$ cat config.mk
export PLATFORM = sky130hd
export DESIGN_NAME = ring_position_decoder_flat
export DESIGN_NICKNAME = d
export VERILOG_FILES = /design/src/rtl/ring_pkg.sv /design/src/rtl/ring_position_decoder_if.sv /design/src/rtl/ring_onehot_decode.sv /design/src/rtl/ring_position_decoder.sv /design/src/flat_wrapper.sv
export SDC_FILE = /design/constraint.sdc
export NUM_CORES = 1
export LEC_CHECK = 0
export ABC_AREA = 1
export CAP_MARGIN = 20
export CORE_UTILIZATION = 44
export DETAILED_ROUTE_END_ITERATION = 7
export PLACE_DENSITY_LB_ADDON = 0.3
export SLEW_MARGIN = 0
export SYNTH_ARGS = -nofsm -noshare
export SYNTH_HDL_FRONTEND = slang
export SYNTH_SLANG_ARGS = --single-unit
$ cat constraint.sdc
create_clock -name clk -period 4.78 [get_ports clk]
set_input_delay 0.956 -clock clk [delete_from_list [all_inputs] [get_ports clk]]
set_output_delay 0.956 -clock clk [all_outputs]
set_load 0.03 [all_outputs]
$ cat src/rtl/ring_pkg.sv
// Shared definitions for ring counter consumers: ring geometry, position index
// width and the decoder's tracking state.
package ring_pkg;

    localparam int STRIDE    = 3;
    localparam int POSITIONS = 5;
    localparam int RING_W    = STRIDE * POSITIONS;
    localparam int POS_W     = (POSITIONS > 1) ? $clog2(POSITIONS) : 1;

    typedef enum logic [1:0] {
        SEARCH,
        TRACK,
        LOCKED
    } state_t;

endpackage

$ cat src/rtl/ring_position_decoder_if.sv
// Bundle between a ring observer (slave) and its consumer/stimulus (master):
// the sampled ring, its enable, error clear and all decoder status outputs.
interface ring_position_decoder_if
    import ring_pkg::*;
#(
    parameter int ERR_CNT_W = 8
);
    logic [RING_W-1:0]    ring;
    logic                 en;
    logic                 clr_err;
    logic [POS_W-1:0]     pos;
    logic                 pos_valid;
    logic                 wrap;
    logic                 locked;
    logic                 illegal_err;
    logic                 seq_err;
    logic [ERR_CNT_W-1:0] err_cnt;
    logic                 stall;

    modport master (
        output ring, en, clr_err,
        input  pos, pos_valid, wrap, locked, illegal_err, seq_err, err_cnt, stall
    );

    modport slave (
        input  ring, en, clr_err,
        output pos, pos_valid, wrap, locked, illegal_err, seq_err, err_cnt, stall
    );
endinterface

$ cat src/rtl/ring_onehot_decode.sv
// Combinational strided one-hot decoder: legal when exactly one bit is set and
// it sits on a stride boundary; index is that bit's position number.
module ring_onehot_decode
    import ring_pkg::*;
(
    input  logic [RING_W-1:0] ring,
    output logic              legal,
    output logic [POS_W-1:0]  index
);
    logic [POSITIONS-1:0]            hits;
    logic [POS_W-1:0][POSITIONS-1:0] sel;

    for (genvar g = 0; g < POSITIONS; g++) begin : g_hit
        assign hits[g] = ring[g*STRIDE];
    end

    // Index bit b is the OR of every on-stride bit whose position has bit b set.
    for (genvar b = 0; b < POS_W; b++) begin : g_bit
        for (genvar g = 0; g < POSITIONS; g++) begin : g_pos
            assign sel[b][g] = (((g >> b) & 1) != 0) ? hits[g] : 1'b0;
        end
        assign index[b] = |sel[b];
    end

    assign legal = ($countones(ring) == 1) && ($countones(hits) == 1);
endmodule

$ cat src/rtl/ring_position_decoder.sv
// Ring position decoder: decodes, sequence-checks and lock-tracks a strided
// one-hot ring. Define RING_STALL_EN to add the locked-but-stationary timeout.
//
//  state  | meaning
//  SEARCH | no legal history; illegal samples are ignored silently
//  TRACK  | legal history, counting correct transitions toward lock
//  LOCKED | LOCK_CNT consecutive correct transitions seen
module ring_position_decoder
    import ring_pkg::*;
#(
    parameter int LOCK_CNT  = 2,
    parameter int ERR_CNT_W = 8
`ifdef RING_STALL_EN
    ,
    parameter int STALL_CYCLES = 1024
`endif
) (
    input logic                 clk,
    input logic                 rst_n,
    ring_position_decoder_if.slave bus
);
    localparam int               GOOD_W   = (LOCK_CNT > 1) ? $clog2(LOCK_CNT + 1) : 1;
    localparam logic [POS_W-1:0] LAST_POS = POS_W'(POSITIONS - 1);

    logic                 dec_legal;
    logic [POS_W-1:0]     dec_idx;
    state_t               state_q, state_d;
    logic [GOOD_W-1:0]    good_q, good_d;
    logic [POS_W-1:0]     pos_q, pos_d, exp_idx;
    logic                 valid_q, en_q;
    logic                 wrap_q, wrap_d, ill_q, ill_d, seq_q, seq_d;
    logic                 good_tr, bad_tr;
    logic [ERR_CNT_W-1:0] err_q, err_d;

    ring_onehot_decode u_decode (
        .ring  (bus.ring),
        .legal (dec_legal),
        .index (dec_idx)
    );

    always_comb begin
        state_d = state_q;
        good_d  = good_q;
        pos_d   = dec_legal ? dec_idx : pos_q;
        ill_d   = 1'b0;
        exp_idx = en_q ? ((pos_q == LAST_POS) ? '0 : pos_q + 1'b1) : pos_q;
        // valid_q doubles as "history present": it is clear after reset and after any illegal sample.
        good_tr = dec_legal && valid_q && (dec_idx == exp_idx);
        bad_tr  = dec_legal && valid_q && (dec_idx != exp_idx);
        seq_d   = bad_tr;
        wrap_d  = good_tr && en_q && (pos_q == LAST_POS);
        case (state_q)
            SEARCH: begin
                if (dec_legal) begin
                    state_d = TRACK;
                    good_d  = '0;
                end
            end
            TRACK: begin
                if (!dec_legal) begin
                    state_d = SEARCH;
                    ill_d   = 1'b1;
                end else if (bad_tr) begin
                    good_d = '0;
                end else if (good_tr) begin
                    good_d = good_q + 1'b1;
                    if (good_q == GOOD_W'(LOCK_CNT - 1)) state_d = LOCKED;
                end
            end
            LOCKED: begin
                if (!dec_legal) begin
                    state_d = SEARCH;
                    ill_d   = 1'b1;
                end else if (bad_tr) begin
                    state_d = TRACK;
                    good_d  = '0;
                end
            end
            default: state_d = SEARCH;
        endcase
        err_d = err_q;
        if (bus.clr_err)                         err_d = '0;
        else if ((ill_d || bad_tr) && err_q != '1) err_d = err_q + 1'b1;
    end

    always_ff @(posedge clk) begin
        if (!rst_n) begin
            state_q <= SEARCH;
            good_q  <= '0;
            pos_q   <= '0;
            valid_q <= 1'b0;
            en_q    <= 1'b0;
            wrap_q  <= 1'b0;
            ill_q   <= 1'b0;
            seq_q   <= 1'b0;
            err_q   <= '0;
        end else begin
            state_q <= state_d;
            good_q  <= good_d;
            pos_q   <= pos_d;
            valid_q <= dec_legal;
            en_q    <= bus.en;
            wrap_q  <= wrap_d;
            ill_q   <= ill_d;
            seq_q   <= seq_d;
            err_q   <= err_d;
        end
    end

`ifdef RING_STALL_EN
    localparam int STALL_W = (STALL_CYCLES > 1) ? $clog2(STALL_CYCLES) : 1;

    logic [STALL_W-1:0] stall_tmr_q, stall_tmr_d;
    logic               stall_q, stall_d, held;

    // Down-counter reloads whenever the ring moves or lock is lost; terminal count fires the pulse.
    always_comb begin
        held        = (state_q == LOCKED) && (state_d == LOCKED) && (dec_idx == pos_q);
        stall_d     = 1'b0;
        stall_tmr_d = STALL_W'(STALL_CYCLES - 1);
        if (held) begin
            if (stall_tmr_q == '0) stall_d = 1'b1;
            else                   stall_tmr_d = stall_tmr_q - 1'b1;
        end
    end

    always_ff @(posedge clk) begin
        if (!rst_n) begin
            stall_tmr_q <= STALL_W'(STALL_CYCLES - 1);
            stall_q     <= 1'b0;
        end else begin
            stall_tmr_q <= stall_tmr_d;
            stall_q     <= stall_d;
        end
    end

    assign bus.stall = stall_q;
`else
    assign bus.stall = 1'b0;
`endif

    assign bus.pos         = pos_q;
    assign bus.pos_valid   = valid_q;
    assign bus.wrap        = wrap_q;
    assign bus.locked      = (state_q == LOCKED);
    assign bus.illegal_err = ill_q;
    assign bus.seq_err     = seq_q;
    assign bus.err_cnt     = err_q;
endmodule

$ cat src/flat_wrapper.sv
// flat-port wrapper written by rule: the top's interface ports become plain ports
module ring_position_decoder_flat import ring_pkg::*;
#(
    parameter int LOCK_CNT  = 2,
    parameter int ERR_CNT_W = 8

)
  (clk, rst_n, bus_ring, bus_en, bus_clr_err, bus_pos, bus_pos_valid, bus_wrap, bus_locked, bus_illegal_err, bus_seq_err, bus_err_cnt, bus_stall);
  ring_position_decoder_if #(.ERR_CNT_W(ERR_CNT_W)) bus_i ();
  input logic clk;
  input logic rst_n;
  input wire logic [$bits(bus_i.ring)-1:0] bus_ring;
  input wire logic [$bits(bus_i.en)-1:0] bus_en;
  input wire logic [$bits(bus_i.clr_err)-1:0] bus_clr_err;
  output wire logic [$bits(bus_i.pos)-1:0] bus_pos;
  output wire logic [$bits(bus_i.pos_valid)-1:0] bus_pos_valid;
  output wire logic [$bits(bus_i.wrap)-1:0] bus_wrap;
  output wire logic [$bits(bus_i.locked)-1:0] bus_locked;
  output wire logic [$bits(bus_i.illegal_err)-1:0] bus_illegal_err;
  output wire logic [$bits(bus_i.seq_err)-1:0] bus_seq_err;
  output wire logic [$bits(bus_i.err_cnt)-1:0] bus_err_cnt;
  output wire logic [$bits(bus_i.stall)-1:0] bus_stall;
  assign bus_i.ring = bus_ring;
  assign bus_i.en = bus_en;
  assign bus_i.clr_err = bus_clr_err;
  assign bus_pos = bus_i.pos;
  assign bus_pos_valid = bus_i.pos_valid;
  assign bus_wrap = bus_i.wrap;
  assign bus_locked = bus_i.locked;
  assign bus_illegal_err = bus_i.illegal_err;
  assign bus_seq_err = bus_i.seq_err;
  assign bus_err_cnt = bus_i.err_cnt;
  assign bus_stall = bus_i.stall;
  ring_position_decoder #(.LOCK_CNT(LOCK_CNT), .ERR_CNT_W(ERR_CNT_W)) u_core (.clk(clk), .rst_n(rst_n), .bus(bus_i));
endmodule
==> run summary, run 1 <==
================================================================================
Wire length per cell ..............................................     10.16 um
VDD IR max ........................................................     208.4 uV
DR iter-0 viols ...................................................           78
Final number of hold-violating endpoints ..........................            0
Worst Hold Margin .................................................    0.4722 ns
Avg Synthesized Cell Area .........................................   7.404 um^2
Final #Nets .......................................................          313
Failing checks .................................................... setup timing
Tightest Hold Check Type ..........................................   reg -> reg
Total CTS buffers .................................................            3
Utilization after layout ..........................................       63.98%
Input/output buffers ..............................................           34
Ratio of cells with drive above 1 in the final layout .............       18.66%
Status ............................................................ finished, violations left
Max Transition Viols Final ........................................            0
Die Wd ............................................................     62.71 um
Pwr Total .........................................................     750.9 uW
GR Util All Layers ................................................       17.69%
Total number of placement rows ....................................           21
Cell taking the most area after synthesis .........................      dfxtp_1
Post-detailed-route via-to-cell ratio .............................        4.701
Critical path capture point type ..................................         flop
Cell count after synthesis ........................................          219
Predominant post-synthesis flop cell ..............................      dfxtp_1
Number of enable-type register cells in the synthesized netlist ...            0
Standby leakage power .............................................  0.001033 uW
Area growth from synthesis to final layout ........................       35.80%
PD cells .......................................................... 341.0 nW/um^2
Setup slack after layout ..........................................  -0.01454 ns
Final antenna diode count .........................................            0
Ranking of synthesized cells by area .............................. dfxtp_1, fa_1, inv_1, ha_1, nand2_1
Detailed-router iteration count before antenna repair .............            4
Maximum clock skew at final layout ................................  0.005360 ns
Sequential share of the synthesized area ..........................       24.69%
Dpl cells .........................................................          306
Max_cap viols .....................................................            0
# IOs .............................................................           36
Crit path DAT .....................................................      5.00 ns
Share of the synthesized area in the top cell type ................       24.69%
CTS clk-pin slew, worst paths .....................................      0.07 ns
Clock tree from TritonCTS .........................................         done
Final clock period utilization by the worst path ..................       100.3%
Req. time, crit path ..............................................      4.98 ns
Number of antenna violations at the first check in global routing .            0
Number of vias after detailed routing .............................         1476
Path type of the worst setup path .................................    in -> reg
Final Critical Period .............................................     4.795 ns
Antenna Nets Post-Route ...........................................            0
Initial Utilization ...............................................       47.11%
Clock insertion delay at the later pin of the skew report .........      0.26 ns
RePlAce Congestion ................................................       0.7923
Flip-flop and latch count after synthesis .........................           20
Filler cells ......................................................          298
Setup repair after global routing missed its margin ...............         true
Final setup viols .................................................            2
Chip height .......................................................     62.71 um
Final cell count without fillers ..................................          314
Count of unresolved DRC violations after routing ..................            0
Library cell used as clock root buffer ............................     clkbuf_8
Global-route wire length before repair ............................     5.554 mm
Placeable core region .............................................    3442 um^2
Largest net degree at the start of global routing .................           11
Async set-or-reset flop fraction in the synthesized netlist .......           0%
Maximum clock rate ................................................   0.2086 GHz
Largest buffer count on any clock path ............................            2
Global route overflow .............................................            0
Biggest fanout along the worst timing path ........................            6
Die area ..........................................................    3932 um^2
Synthesized net count .............................................          262
H-tree lvl count ..................................................            1
Routed Wire Length ................................................     3.190 mm
Warnings from Yosys ...............................................            0
Library cells used by synthesis ...................................           27
Vias in the first global route ....................................         1336
Placed wire-length estimate after detailed placement ..............     2.476 mm
Number of clock sinks seen by CTS .................................           20
Worst setup SP type ...............................................    input pin
Combined area of all synthesized cells ............................    1622 um^2
================================================================================
[worst paths after layout]
kind / slack (ns) / to / cells past startpoint / from
max reg2reg: 2.86 / u_core.bus.err_cnt[1] / 14 / u_core.bus.pos[0]
min reg2reg: 0.47 / u_core.good_q[1] / 2 / u_core.good_q[1]
min: 0.47 / u_core.good_q[1] / 2 / u_core.good_q[1]
max: -0.01 / u_core.bus.err_cnt[0] / 22 / bus_ring[0]
[per-layer routing]
layer	wire, um	up-vias	track usage (%)	share of wire [%]
li1	-	771	-	-
met1	1507	680	21.66	47
met2	1550	21	30.84	49
met3	95	4	3.832	3.0
met4	38	0	5.233	1.2
met5	0	-	0	0
[sequential cells by signal (all words and copies together), names as in the netlist]
name and count:
u_core.bus.pos 3, u_core.en_q 1, u_core.bus.err_cnt 8, u_core.bus.pos_valid 1, u_core.bus.wrap 1, u_core.good_q 2
u_core.state_q 2, u_core.bus.illegal_err 1, u_core.bus.seq_err 1
[layout by cell type, fill, tap and decap left out, drive strengths merged]
cell,count
clkdlybuf4s50,28
buf,18
a21oi,12
nand3b,1
clkinv,1
nor3,3
nand3,13
nand2,46
nor2,25
o21bai,1
inv,50
ha,12
fa,12
clkbuf,3
o21ai,8
xor2,3
o211ai,2
conb,1
nand4,6
clkdlybuf4s15,1
dfxtp,20
xnor2,2
[where the power goes]
part           internal (uW)  leakage, uW  switching, uW
clock network           56.2    0.0000216           56.5
logic                    183     0.000849            250
registers                187     0.000162           18.6
total                    426      0.00103            325
[what timing repair did]
action,in CTS,in global routing
cloned,1,0
setup endpoints to repair,19,19
pin swaps,22,17
hold buffers,0,0
buffers inserted,3,2
resized for setup,30,11
[critical path, stage by stage]
cell and delay (ns):
buf_8 0.09, inv_8 0.03, fa_1 0.52, inv_1 0.05, fa_1 0.44, fa_1 0.49
inv_1 0.05, fa_1 0.45, fa_2 0.36, fa_1 0.49, inv_1 0.04, nor2_1 0.09
nand2_1 0.08, nor2_2 0.13, nand2_4 0.11, nor2_8 0.12, nand2_4 0.10, o21ai_4 0.11
nand2_4 0.11, inv_2 0.07, nor2_1 0.04, nor2_1 0.09
[cell usage after synthesis, types with 2 or more instances]
cell,instances
nand4_1,6
o211ai_1,2
nand2_2,6
nand3_1,13
nand2_4,2
inv_1,49
xnor2_1,2
nand2_1,38
nor3_1,3
fa_1,12
xor2_1,3
o21ai_0,6
nor2_1,23
dfxtp_1,20
ha_1,12
a21oi_1,11
[layout make-up]
class | instances | area [um^2] | share of cell area [%]
multi-input combinational | 147 | 1071 | 48.64
timing repair buffer | 47 | 432.9 | 19.66
sequential | 20 | 400.4 | 18.18
inverter | 51 | 198.9 | 9.034
tap | 46 | 57.56 | 2.614
clock buffer | 3 | 41.29 | 1.875
[cell families (layout without fill, tap and decap cells)]
kind of cell | count (synthesis) | after routing | share of synthesized area [%]
AO/OA/AOI/OAI | 22 | 23 | 8.179
XOR/XNOR | 5 | 5 | 2.701
adder cells (fa/ha/maj) | 24 | 24 | 24.07
buffers and inverters | 53 | 101 | 12.96
flip-flops | 20 | 20 | 24.69
other | 1 | 1 | 0.2313
AND/OR/NAND/NOR | 94 | 94 | 27.16
[through the flow]
stage / setup TNS [ns] / cell area, um^2 / worst slack, ns
6_report: -0.02279 / 2202 / -0.01454
5_1_grt: -3.037 / 2202 / -0.2625
4_1_cts: -2.093 / 2152 / -0.1942
3_5_place_dp: -15.52 / 2092 / -0.9300
3_3_place_gp: -14.33 / 2092 / -0.8641
2_1_floorplan: -0.7745 / 1645 / -0.1137
Power figures use the tool's default switching activity.
==> run 2: changes to the inputs <==
- CORE_UTILIZATION: 44 -> 46
==> run 2 against run 1 <==
The flow still finishes with violations (setup timing). Critical path depth down 2. Non-clock buffer count shrank 5. Combinational power about the same. Sequential share of layout area up 0.10 points. Die area fell by 4.2%. Design area is 0.57% lower. Total power rose by 3.4%. Register-to-register slack about the same. Routed wire length increased by 4.3%. Sequential power about the same.
==> run summary, run 2 (synthesis results as in run 1) <==
================================================================================
Global route overflow .............................................            0   unchanged
Filler cells ......................................................          301   +1.0%
DR iter-0 viols ...................................................           74   -5.1%
Final Instance Area ...............................................    2190 um^2   -0.57%
Final number of hold-violating endpoints ..........................            0   unchanged
Placed wire-length estimate after detailed placement ..............     2.577 mm   +4.1%
Final Critical Period .............................................     4.860 ns   +0.06531 ns
Largest net degree at the start of global routing .................           13   +2
Final setup viols .................................................           11   +9
Chip height .......................................................     61.37 um   -2.1%
Clock insertion delay at the later pin of the skew report .........      0.31 ns   +0.05 ns
RePlAce Congestion ................................................       0.8273   +4.4%
# IOs .............................................................           36   unchanged
Post-detailed-placement cell area .................................    2077 um^2   -0.72%
Hold_sp ........................................................... u_core.good_q[1]
Post-detailed-route via-to-cell ratio .............................        4.694   -0.15%
Standby leakage power .............................................  0.001013 uW   -1.9%
Req. time, crit path ..............................................      5.03 ns   +0.05 ns
Number of clock sinks seen by CTS .................................           20   unchanged
Global-route wire length before repair ............................     5.561 mm   +0.13%
Maximum clock skew at final layout ................................   0.01190 ns   +0.006542 ns
Final #Nets .......................................................          308   -1.6%
Final clock period utilization by the worst path ..................       101.7%   +1.4 points
RR Startpoint ..................................................... u_core.bus.pos[0]
Slowest CP cell ...................................................         fa_1
Placeable core region .............................................    3363 um^2   -2.3%
Crit path DAT .....................................................      5.11 ns   +0.11 ns
Ratio of cells with drive above 1 in the final layout .............       19.70%   +1.0 points
Routed Wire Length ................................................     3.327 mm   +4.3%
Detailed-router iteration count before antenna repair .............            4   unchanged
Die area ..........................................................    3766 um^2   -4.2%
Biggest fanout along the worst timing path ........................            7   +1
Initial Utilization ...............................................       48.21%   +1.1 points
Max_cap viols .....................................................            0   unchanged
Path type of the worst setup path .................................    in -> reg
Count of unresolved DRC violations after routing ..................            0   unchanged
Setup slack after layout ..........................................  -0.07985 ns   -0.06531 ns
Library cell used as clock root buffer ............................     clkbuf_4
H-tree lvl count ..................................................            1   unchanged
Total number of placement rows ....................................           21   unchanged
Total CTS buffers .................................................            3   unchanged
GR Util All Layers ................................................       19.85%   +2.2 points
PD cells .......................................................... 354.7 nW/um^2   +4.0%
Largest buffer count on any clock path ............................            2   unchanged
VDD IR max ........................................................     264.3 uV   +27%
Status ............................................................ finished, violations left
Crit path cell chain .............................................. buf_8, inv_4, fa_1, inv_2, fa_1, fa_1, inv_1, fa_1, fa_2, fa_1, inv_1, nor2_1, nand2_1, nor2_1, nand2_2, nor2_8, nand2_4, o21ai_2, nand3_1, a21oi_2
Top library cells by usage in the layout, fill and taps aside ..... inv_1, nand2_1, clkdlybuf4s50_1
Commonest non-fill, non-tap cell in the layout ....................        inv_1
Critical path buffer and inverter count ...........................            5   -1
Setup crit start ..................................................  bus_ring[3]
Maximum clock rate ................................................   0.2058 GHz   -1.3%
Setup repair after global routing missed its margin ...............         true
CTS clk-pin slew, worst paths .....................................      0.13 ns   +0.06 ns
Critical path capture point type ..................................         flop
Antenna Nets Post-Route ...........................................            0   unchanged
Failing checks .................................................... setup timing
Worst setup SP type ...............................................    input pin
Top Family by Delay on Critical Path ..............................  adder cells
Number of vias after detailed routing .............................         1455   -1.4%
Max reg flops .....................................................            8   unchanged
Wire length per cell ..............................................     10.73 um   +5.6%
Die Wd ............................................................     61.37 um   -2.1%
Pwr Total .........................................................     776.6 uW   +3.4%
Hold-fix buffer count after cts ...................................            0   unchanged
Slowest stage delay, CP ...........................................      0.54 ns   +0.02 ns
Final antenna diode count .........................................            0   unchanged
Number of antenna violations at the first check in global routing .            0   unchanged
Max Transition Viols Final ........................................            0   unchanged
Clock tree from TritonCTS .........................................         done
Most used cell along the critical path ............................         fa_1
Vias in the first global route ....................................         1364   +2.1%
Area growth from synthesis to final layout ........................       35.03%
Tightest Hold Check Type ..........................................   reg -> reg
Input/output buffers ..............................................           34   unchanged
================================================================================
==> run 2: changes by cell type in the layout (fill, tap and decap cells not counted), moves of 2 or more <==
cell      previous run  this run
nand2_2              8        12
clkbuf_8             3         0
clkbuf_4             0         3
nor2_2               4         2
nor2_1              19        22
o21ai_1              3         0
buf_4               12         7
nand2_1             34        31
o21ai_0              3         6
a21oi_1             10         6
a21oi_2              2         5
==> run 2: path summary, 6_finish.rpt <==
| path | endpoint | slack (ns) | cells after the start |
|---|---|---|---|
| worst min register to register | u_core.good_q[1] | 0.50 | 2 |
| worst max register to register | u_core.bus.err_cnt[0] | 2.85 | 14 |
| worst max-delay path | u_core.bus.err_cnt[3] | -0.08 | 20 |
| worst min-delay path | u_core.good_q[1] | 0.50 | 2 |
==> run 2: per-layer routing <==
layer	vias up	global-route usage [%]	part of all wire [%]
li1	757	-	-
met1	674	24.93	45
met2	20	34.78	52
met3	4	4.622	2.0
met4	0	4.444	1.1
met5	-	0	0
==> run 2: report_power, final <==
| part | total [uW] | leakage, uW | switching (uW) | internal (uW) |
|---|---|---|---|---|
| combinational | 430 | 0.000823 | 249 | 182 |
| sequential | 206 | 0.000162 | 19.0 | 187 |
| clock | 141 | 0.0000279 | 56.1 | 84.7 |
| total | 777 | 0.00101 | 324 | 453 |
==> run 2: stage by stage <==
| step | utilization, % | hold WS, ns | TNS [ns] | std cells | setup WS, ns |
|---|---|---|---|---|---|
| finish | 65.10 | 0.5026 | -0.4487 | 310 | -0.07985 |
| global route | 65.10 | 0.5131 | -2.713 | 310 | -0.2631 |
| global placement | 61.76 | 0.4631 | -14.41 | 304 | -0.8825 |
| detailed placement | 61.76 | 0.4797 | -15.19 | 304 | -0.9237 |
| floorplan | - | 0.4435 | -0.7745 | 219 | -0.1137 |
| CTS | 63.43 | 0.4993 | -1.925 | 310 | -0.1851 |
==> run 2: timing repair <==
action	in CTS	in global routing
pin swaps	24	25
gates resized for setup	26	19
setup buffers	1	0
endpoints found under the hold margin	0	0
endpoints found under the setup margin	19	17
cloned	1	0
==> run 2: area by class of cell <==
cell class                 instances  area [um^2]  share of cell area, %
inverter                          51        201.4                  9.200
clock inverter                     1        30.03                  1.371
timing repair buffer              42        394.1                  18.00
tap                               46        57.56                  2.629
clock buffer                       3        22.52                  1.029
multi-input combinational        147         1084                  49.49
sequential                        20        400.4                  18.29
==> run 2: worst register-to-register path: cells and delay by family (launching register included) <==
kind | cells | cell delay (ns)
buf+inv | 2 | 0.15
fa+ha+maj | 1 | 0.30
compound gates | 2 | 0.19
simple gates | 9 | 0.85
flops | 1 | 0.38
